[src/rtl/fault_test_ctrl.sv]
// Exhaustive test sequencer: walks every input vector through a CUT and its golden copy,
// holds each vector SETTLE cycles, then counts output mismatches and records the first one.
module fault_test_ctrl #(
  parameter int NUM_IN = 4,
  parameter int SETTLE = 1
) (
  input  logic              clk,
  input  logic              rst_n,
  input  logic              start,
  input  logic              stop_on_fail,
  input  logic              cut_out,
  input  logic              ref_out,
  output logic [NUM_IN-1:0] vec,
  output logic              busy,
  output logic              done,
  output logic              fault_detected,
  output logic [NUM_IN:0]   fail_count,
  output logic [NUM_IN-1:0] first_fail_vec
);

  localparam int CW = (SETTLE > 1) ? $clog2(SETTLE) : 1;
  localparam logic [CW-1:0] SETTLE_LAST = CW'(SETTLE - 1);

  typedef enum logic [1:0] {
    S_IDLE,
    S_WAIT,
    S_COMPARE,
    S_DONE
  } state_t;

  state_t        state;
  logic [CW-1:0] settle_cnt;
  logic          stop_latched;
  logic          mismatch;
  logic          last_vec;

  always_comb begin
    mismatch = (cut_out != ref_out);
    last_vec = &vec;
  end

  always_ff @(posedge clk or negedge rst_n) begin
    if (!rst_n) begin
      state          <= S_IDLE;
      settle_cnt     <= '0;
      stop_latched   <= 1'b0;
      vec            <= '0;
      busy           <= 1'b0;
      done           <= 1'b0;
      fault_detected <= 1'b0;
      fail_count     <= '0;
      first_fail_vec <= '0;
    end else begin
      case (state)
        S_IDLE, S_DONE: begin
          if (start) begin
            state          <= S_WAIT;
            vec            <= '0;
            settle_cnt     <= '0;
            busy           <= 1'b1;
            done           <= 1'b0;
            fault_detected <= 1'b0;
            fail_count     <= '0;
            first_fail_vec <= '0;
            stop_latched   <= stop_on_fail;
          end
        end
        S_WAIT: begin
          if (settle_cnt == SETTLE_LAST) begin
            state <= S_COMPARE;
          end else begin
            settle_cnt <= settle_cnt + 1'b1;
          end
        end
        S_COMPARE: begin
          if (mismatch) begin
            fail_count <= fail_count + 1'b1;
            if (!fault_detected) begin
              first_fail_vec <= vec;
              fault_detected <= 1'b1;
            end
          end
          // vec stops at all-ones (or at the failing vector) so it reports where the run ended
          if (last_vec || (mismatch && stop_latched)) begin
            state <= S_DONE;
            busy  <= 1'b0;
            done  <= 1'b1;
          end else begin
            vec        <= vec + 1'b1;
            settle_cnt <= '0;
            state      <= S_WAIT;
          end
        end
        default: state <= S_IDLE;
      endcase
    end
  end

endmodule

[config.mk]
export PLATFORM = sky130hd
export DESIGN_NAME = fault_test_ctrl
export DESIGN_NICKNAME = d
export VERILOG_FILES = /design/src/rtl/fault_test_ctrl.sv
export SDC_FILE = /design/constraint.sdc
export NUM_CORES = 1
export LEC_CHECK = 0
export ABC_AREA = 0
export ABC_CLOCK_PERIOD_IN_PS = 2400
export BUFFER_PORTS_ARGS = -buffer_cell sky130_fd_sc_hd__buf_4
export CORE_UTILIZATION = 35
export CTS_CLUSTER_DIAMETER = 40
export DETAILED_ROUTE_END_ITERATION = 8
export PLACE_DENSITY = 0.56
export SETUP_SLACK_MARGIN = 0.4
export SYNTH_ARGS = -nofsm -noshare
export SYNTH_HDL_FRONTEND = slang
export SYNTH_SLANG_ARGS = --single-unit
[constraint.sdc]
create_clock -name clk -period 2.4 [get_ports clk]
set_input_delay 0.48 -clock clk [delete_from_list [all_inputs] [get_ports clk]]
set_output_delay 0.48 -clock clk [all_outputs]
set_load 0.05 [all_outputs]
Yosys cells after proc, flatten, opt, wreduce, memory -nomap -nowiden
Index checks and enable logic that the tools add are counted.

Bits in registers: 20. Bits of input ports: 6. Output and inout port bits: 16. Logic and storage cells: 59.

Add/sub/neg operators: 3. Equality and inequality tests: 10. Muxes and demuxes: 24. Reductions and logical operators: 13.

Operators with widths (number): 2-to-1 mux 4 bit (4); case mux 4 bit (2 select lines) (2); inequality test 2 bit, second input constant (6); 2-to-1 mux 5 bit (2); case mux 5 bit (2 select lines) (1); AND reduction 3 bit (3); AND reduction 4 bit (2); 2-to-1 mux 1 bit (7); 2-to-1 mux 2 bit (3); case mux 1 bit (2 select lines) (3); case mux 2 bit (3 select lines) (1); AND reduction 2 bit (3); adder 5 x 1 -> 5 bit, second input constant (1); adder 4 x 1 -> 4 bit, second input constant (1); equality test 2 bit, second input constant (2); case mux 1 bit (3 select lines) (1); equality test 2 x 1 -> 1 bit, second input constant (1); logical NOT 2 bit (1); nonzero test 2 bit (1); OR reduction 2 bit (1); adder 1 bit, second input constant (1); logical AND 1 bit (1); logical OR 1 bit (1); inequality test 1 bit (1).

Depth between registers and ports, before layout
Gate-level depths: netlist of run 1.

Word-level depth: 5. Mapped depth: 8. Mapped depth without buffers: 6.

Worst setup path after synthesis of run 1
OpenSTA, ideal clock, no wires.

Path kind: reg-to-reg. Start: reg state[0]. End: reg fail_count[0]. Setup time: 0.121 ns. Data arrival time: 1.694 ns. Data required time: 2.279 ns. Slack: 0.585 ns. Stages on the path, launching flop included: 8. Buffers on the path: 1. Period minus slack after synthesis: 1.815 ns. Path through: dfrtp_1 inv_1 ha_1 buf_2 mux2i_2 nor2_1 mux2_2 a22o_1.

Cells in the longest elaborated chain, start to end: 4. Elaborated cells on any way between the ends: 9. Classes of those cells: eq/ne: 4; mux: 1; reduce/logical: 4.

Ends and longest elaborated chain: start: declaration (RTL line 31) `state_t state;`; start signal: assignment (RTL line 44) `state <= S_IDLE;`; start signal: assignment (RTL line 57) `state <= S_WAIT;`; start signal: assignment (RTL line 70) `state <= S_COMPARE;`; equality test 2 bit / logical NOT 2 bit (equally long branches) (RTL line 54) `case (state)`; OR reduction 2 bit (RTL line 54); inequality test 2 bit (no source line) / nonzero test 2 bit (equally long branches); AND reduction 3 bit (no source line); end signal: assignment (RTL line 77) `fail_count <= fail_count + 1'b1;`; end: declaration (RTL line 17) `output logic [NUM_IN:0] fail_count,`.

Parallel ways exist; a longest one is shown, timed or not. A chain may end at the register's enable or synchronous reset.

Final worst setup path of run 1
Start: reg state[0]. End: reg fail_count[3].

Same word-level chain as after synthesis.

==> key figures, run 1 <==
GRT
  – Initial antenna violation count: 0
  – GRT overflow: 0
  – Largest net degree at the start of global routing: 29
  – Global-route wire length before repair: 3.71 mm
  – Total track usage: 14.9%
  – Number of global-route vias before repair: 791

Final layout
  – NumNets Final: 146
  – Fin cells: 166
  – Layout cells sized above 1: 23.0%
  – Antenna diode count: 0
  – Synth-to-layout area growth: 20.2%

Die
  – Die area: 3240 um2
  – Io pins: 22
  – Die span in x: 57.0 um
  – Starting Density: 37.7%
  – Cell row count: 19
  – Core ar.: 2810 um2
  – DIE HEIGHT: 57.0 um

Power and ir drop
  – Pwr Density: 1070 nW/um2
  – Worst VDD drop: 0.899 mV
  – Tot Pwr: 1360 uW
  – Clk pwr share: 12.3%
  – Pleak: 0.000601 uW
  – Pint: 708 uW
  – Flop pwr share: 33.5%
  – Sw Share: 48.1%
  – Comb pwr share: 54.2%
  – NetSw: 656 uW

Critical path
  – Crit path kind: flop to flop
  – Critical path arrival: 2.14 ns
  – Startpoint types: flop
  – Critical path data required time: 2.65 ns
  – Worst-path maximum fanout: 17
  – Flop-to-flop setup slack: 0.51 ns
  – Element type at the critical path end: flop

Yosys
  – Syn Inst Count: 114
  – Mean Syn Cell Area: 9.27 um2
  – #FFs+latches synth: 19
  – Sequential share of the synthesized area: 45.0%
  – Ys flop type: dfrtp_1
  – Synth Net Count: 124
  – Post-synthesis cell area: 1060 um2
  – Yosys warnings: 0
  – Largest cells by area after synthesis: dfrtp_1 (45%), nand3_1 (6.6%), nand2_1 (5.0%)
  – Synth area leader: dfrtp_1
  – Count leader, synth: dfrtp_1
  – Yosys cell types: 31
  – Number of synthesized flops with an enable pin: 0
  – Ys async rst share: 100%
  – Leading cell types by count after synthesis: dfrtp_1 (19), nand2_1 (14), nand3_1 (14), nor2_1 (9), o21ai_0 (6)
  – Share of the synthesized area in the top cell type: 45.0%

Detailed routing
  – Drt first pass iters: 6
  – Drt drc: 4
  – Initial DRC count: 46
  – Vias per cell: 5.56
  – DRT antenna net count: 0
  – Drt total wl: 2.29 mm
  – Via count: 923
  – Avg WL per Cell: 13.8 um

Placed design
  – Routability cong.: 0.745
  – Post-DP HPWL: 1.60 mm
  – IO Port Bufs: 21
  – Post-Place Cells: 162

Timing
  – Hold violation total from the final report: 0
  – Max Slew Vio Count: 0
  – Final Setup Violations: 0
  – RSZ-0062 raised after global routing: no
  – Slew HR: 58.9%
  – Crit path time final: 1.89 ns
  – Worst hold slack: 0.0228 ns
  – Setup Total Neg Slack: 0 ns
  – Max Fclk: 0.529 GHz
  – Worst slew pin tran: 0.617 ns
  – Tcrit/Tclk final: 78.8%
  – Worst Skew: 0.00643 ns

Worst hold path
  – Hold WC Path Type: primary input to asynchronous set/reset pin

Clocking
  – CTS root buf: clkbuf_4
  – Post-cts sizing count: 0
  – CTS Buffer Depth: 2
  – TritonCTS clock tree: done
  – Num Clock Sinks: 19
  – H-tree depth: 1
  – Clock-pin slew on the worst setup and hold paths: 0.12 ns
  – Total CTS buffers: 3
  – Worst skew pair latency: 0.30 ns
  – Hold buffer count at CTS: 0
  – Setup repair bufs after CTS: 0

Status
  – Status: finished with violations
  – Failing checks: design-rule violations

Job
  – Max cap viols: 0
## routing by layer
layer	track usage (%)	wire length, um	part of all wire [%]
met5	0	0	0
met4	2.44	10	0.44
met3	4.76	124	5.4
met2	24.5	1070	47
met1	19.6	1090	47
## power by group through the flow
stage	logic, uW	registers (uW)	clock network, uW
floorplan	407	603	0
global placement	727	465	0
detailed placement	739	465	0
CTS	741	459	175
global route	806	470	184
finish	739	458	168
## final timing paths
path | startpoint | end | cells past startpoint
max | state[0] | fail_count[3] | 6
min | rst_n | fail_count[1] | 1
max reg2reg | state[0] | fail_count[3] | 6
min reg2reg | done | done | 2
max in group asynchronous | rst_n | state[1] | 1
min in group clk | stop_on_fail | stop_latched | 2
## worst max-delay path, cell delays in order (launching register included)
cell and delay (ns):
dfrtp_1 0.38, inv_1 0.05, ha_1 0.41, mux2i_2 0.21, buf_4 0.20, or4b_1 0.50, nand3_1 0.09
## kinds of logic after synthesis
| group | share of synthesized area [%] |
|---|---|
| XOR/XNOR | 2.37 |
| AND/OR/NAND/NOR | 26.3 |
| AO/OA/AOI/OAI | 13.3 |
| buffers and inverters | 3.08 |
| multiplexers | 5.33 |
| adder cells (fa/ha/maj) | 4.73 |
| flip-flops | 45.0 |
## cell usage in the layout (no fill, tap or decap), types with 2 or more instances in the layout
cell type / Yosys / final
a211oi_1: 3 / 3
a21oi_1: 3 / 3
a22o_1: 3 / 3
buf_4: 0 / 23
clkbuf_4: 0 / 3
dfrtp_1: 19 / 19
ha_1: 4 / 4
inv_1: 2 / 2
mux2_2: 2 / 2
mux2i_1: 2 / 2
nand2_1: 14 / 14
nand2b_1: 2 / 2
nand3_1: 14 / 14
nand4_1: 5 / 5
nor2_1: 9 / 9
nor2b_1: 3 / 3
nor3_1: 2 / 2
o21ai_0: 6 / 6
or3_1: 2 / 2
or4b_1: 2 / 2
## registers in the layout (all words and copies together), names as in the netlist
signal and cells:
state 2, fail_count 5, stop_latched 1, fault_detected 1, done 1, first_fail_vec 4
busy 1, vec 4
## stage by stage
step	cell area (um2)	worst slack, ns	util, %
after floorplan	1060	0.585	-
after global placement	1240	0.574	44.3
after detailed placement	1240	0.524	44.3
after CTS	1270	0.511	45.3
after global routing	1270	0.439	45.3
final	1270	0.508	45.3
## layout make-up
| class | count | area (um2) |
|---|---|---|
| sequential | 19 | 475 |
| timing repair buffer | 23 | 173 |
| fill | 286 | 1530 |
| tap | 31 | 38.8 |
| clock inverter | 1 | 5.00 |
| clock buffer | 3 | 22.5 |
| multi-input combinational | 87 | 549 |
| inverter | 2 | 7.51 |
No activity file was read; power rests on OpenSTA's default activity.
==> run 2: changes to the inputs <==
- ABC_AREA: 0 -> 1
- ABC_CLOCK_PERIOD_IN_PS: 2400 -> 1800
- PLACE_DENSITY: 0.56 -> 0.57
- clock period: 2.4 -> 1.8 ns (I/O delays scaled with it)
==> run 2 against run 1 <==
Net effect: the run now ends clean; non-clock buffer count is 6 higher; final area grew 4.9%; area after synthesis down 5.4%; die area shrank 5.2%; fmax rose by 35%; register-to-register slack worse by 0.11 ns; sequential cell count stayed put; cell count grew 13%; global-route usage decreased by 0.41 points; sequential power rose by 33%; critical endpoint is now first_fail_vec[3]; largest cell class unchanged; largest power group unchanged; highest routed layer unchanged.
==> key figures, run 2 <==
Critical path
  – Element type at the critical path end: flop
  – Critical path depth in cells: 7
  – Most common cell on crit path: nand2_4
  – Critical path data required time: 1.99 ns
  – Startpoint types: flop
  – Critical path arrival: 1.59 ns
  – Slowest CP cell: dfrtp_1
  – Crit path kind: flop to flop
  – Delay-heaviest family, CP: flip-flops
  – Worst-path maximum fanout: 8
  – Flop-to-flop setup slack: 0.39 ns
  – Buf/Inv on CP: 1
  – R2R Path End: first_fail_vec[3]
  – Slowest Stage Delay on Critical Path: 0.43 ns
  – R2r startpoint: state[1]
  – Worst r2r path cells: 7
  – Cell Chain, Critical Path: ha_4 -> o21ai_4 -> nand2_4 -> inv_4 -> nand2_4 -> nand2_2 -> nand2_1

Detailed routing
  – Avg WL per Cell: 10.6 um
  – Initial DRC count: 15
  – Drt first pass iters: 4
  – Drt total wl: 2.00 mm
  – DRT antenna net count: 0
  – Vias per cell: 4.68
  – Drt drc: 0
  – Via count: 880

Worst hold path
  – Hold path endpoint: stop_latched
  – Worst hold start: stop_on_fail
  – Hold depth: 2
  – Hold WC Path Type: primary input to flop

Timing
  – Worst slew pin tran: 0.245 ns
  – RSZ-0062 raised after global routing: yes
  – Final Setup Violations: 0
  – Slew HR: 83.6%
  – Worst Skew: 0.00130 ns
  – Setup Total Neg Slack: 0 ns
  – Crit path time final: 1.41 ns
  – Hold violation total from the final report: 0
  – Max Slew Vio Count: 0
  – Max Fclk: 0.712 GHz
  – Tcrit/Tclk final: 78.1%

Yosys
  – #FFs+latches synth: 19
  – Yosys cell types: 18
  – Largest cells by area after synthesis: dfrtp_1 (48%), nand2_1 (19%), nand3_1 (6.0%)
  – Synth Net Count: 135
  – Ys flop type: dfrtp_1
  – Count leader, synth: nand2_1
  – Synth area leader: dfrtp_1
  – Mean Syn Cell Area: 8.00 um2
  – Yosys warnings: 0
  – Sequential share of the synthesized area: 47.6%
  – Syn Inst Count: 125
  – Post-synthesis cell area: 1000 um2
  – Ys async rst share: 100%
  – Number of synthesized flops with an enable pin: 0
  – Share of the synthesized area in the top cell type: 47.6%
  – Leading cell types by count after synthesis: nand2_1 (51), dfrtp_1 (19), nand3_1 (12), inv_1 (11), nor2_1 (7)

Power and ir drop
  – Pleak: 0.000721 uW
  – Pwr Density: 1410 nW/um2
  – Worst VDD drop: 0.788 mV

Die
  – Core ar.: 2730 um2
  – Io pins: 22
  – Starting Density: 36.6%
  – Die span in x: 55.4 um
  – Die area: 3070 um2
  – DIE HEIGHT: 55.4 um
  – Cell row count: 19

Clocking
  – CTS Buffer Depth: 2
  – Num Clock Sinks: 19
  – CTS root buf: clkbuf_4
  – Clock-pin slew on the worst setup and hold paths: 0.11 ns
  – H-tree depth: 1
  – Total CTS buffers: 3
  – Worst skew pair latency: 0.29 ns
  – TritonCTS clock tree: done

Job
  – Max cap viols: 0

Final layout
  – Fillcell total: 280
  – Antenna diode count: 0
  – Post-route design area: 1330 um2
  – Top flop regs: fail_count: 5 flops, first_fail_vec: 4 flops, vec: 4 flops
  – Commonest non-fill, non-tap cell in the layout: nand2_1
  – Final Util: 48.8%
  – Fin cells: 188
  – Largest register FFs: 5
  – NumNets Final: 168
  – Synth-to-layout area growth: 33.4%
  – Layout cells sized above 1: 31.8%
  – Reg with most FFs: fail_count
  – Commonest cells after routing, fill and taps aside: nand2_1 (46), buf_4 (28), dfrtp_1 (16)

Placed design
  – Routability cong.: 0.740
  – Post-Place Cells: 176
  – IO Port Bufs: 21
  – Post-DP HPWL: 1.47 mm
  – Cell Area, Placed: 1220 um2

Status
  – Status: completed

GRT
  – Total track usage: 14.5%
  – Global-route wire length before repair: 3.57 mm
  – Number of global-route vias before repair: 815
  – Largest net degree at the start of global routing: 20
  – Initial antenna violation count: 0
  – GRT overflow: 0
run 2: cell types whose count changed after synthesis, sizes merged, moves of 3 or more:
cell	previous run	this run
nand2	14	54
a21oi	3	0
nor2b	3	0
inv	2	13
mux2i	3	0
nand4	5	0
a22o	3	0
a211oi	3	0
clkbuf	4	0
run 2: final cells by class:
type	count	area [um2]	share of cell area, %
inverter	13	51.3	3.85
tap	31	38.8	2.91
timing repair buffer	29	220	16.5
multi-input combinational	92	518	38.8
sequential	19	479	35.9
clock buffer	4	26.3	1.97
run 2: cell families (layout without fill, tap and decap cells):
kind of cell / after synthesis / in the layout / synth area share, %
muxes: 1 / 1 / 1.13
buffers and inverters: 14 / 46 / 5.38
AOI/OAI and AO/OA: 7 / 7 / 4.63
xor gates and xnor gates: 3 / 3 / 2.63
DFF: 19 / 19 / 47.6
adders and majority gates: 4 / 4 / 5.01
and+or+nand+nor: 77 / 77 / 33.7
run 2: worst register-to-register path, delay by kind of cell, from the launching register on:
kind                     cells  cell delay [ns]
adder cells (fa/ha/maj)      1             0.28
buffers and inverters        1             0.09
AND/OR/NAND/NOR              4             0.29
flip-flops                   1             0.43
AO/OA/AOI/OAI                1             0.23
run 2: layer usage:
metal,vias up,GRT usage (%),wire length (um)
met2,13,23.2,964
met4,0,4.29,19
met5,-,0,0
li1,456,-,-
met3,2,2.11,56
met1,409,20.3,958
run 2: what timing repair did:
action                                  in CTS  in global routing
endpoints found under the setup margin      16                 15
gates resized for setup                      2                  6
endpoints found under the hold margin       19                  0
hold buffers                                 1                  0
pin swaps                                    3                  1
buffers inserted                             5                  2
run 2: worst max path at each step:
stage          startpoint           endpoint  slack (ns)
2_1_floorplan    state[0]  first_fail_vec[0]        0.40
3_5_place_dp     state[0]  first_fail_vec[3]        0.15
4_1_cts          state[1]  first_fail_vec[0]        0.38
6_report         state[1]  first_fail_vec[3]        0.39
3_3_place_gp     state[0]  first_fail_vec[2]        0.24
5_1_grt          state[0]  first_fail_vec[1]        0.31
run 2: power by group:
part           internal (uW)  total, uW  switching, uW
Combinational            393       1060            663
Sequential               525        608           82.4
Clock                   86.0        213            127
Total                   1000       1880            873
run 2: metrics by stage:
step	power (uW)	worst slack, ns	hold WS [ns]
3_3_place_gp	1520	0.236	0.247
5_1_grt	2030	0.313	0.296
3_5_place_dp	1530	0.154	0.251
2_1_floorplan	1300	0.397	0.0644
6_report	1880	0.395	0.298
4_1_cts	1850	0.383	0.289
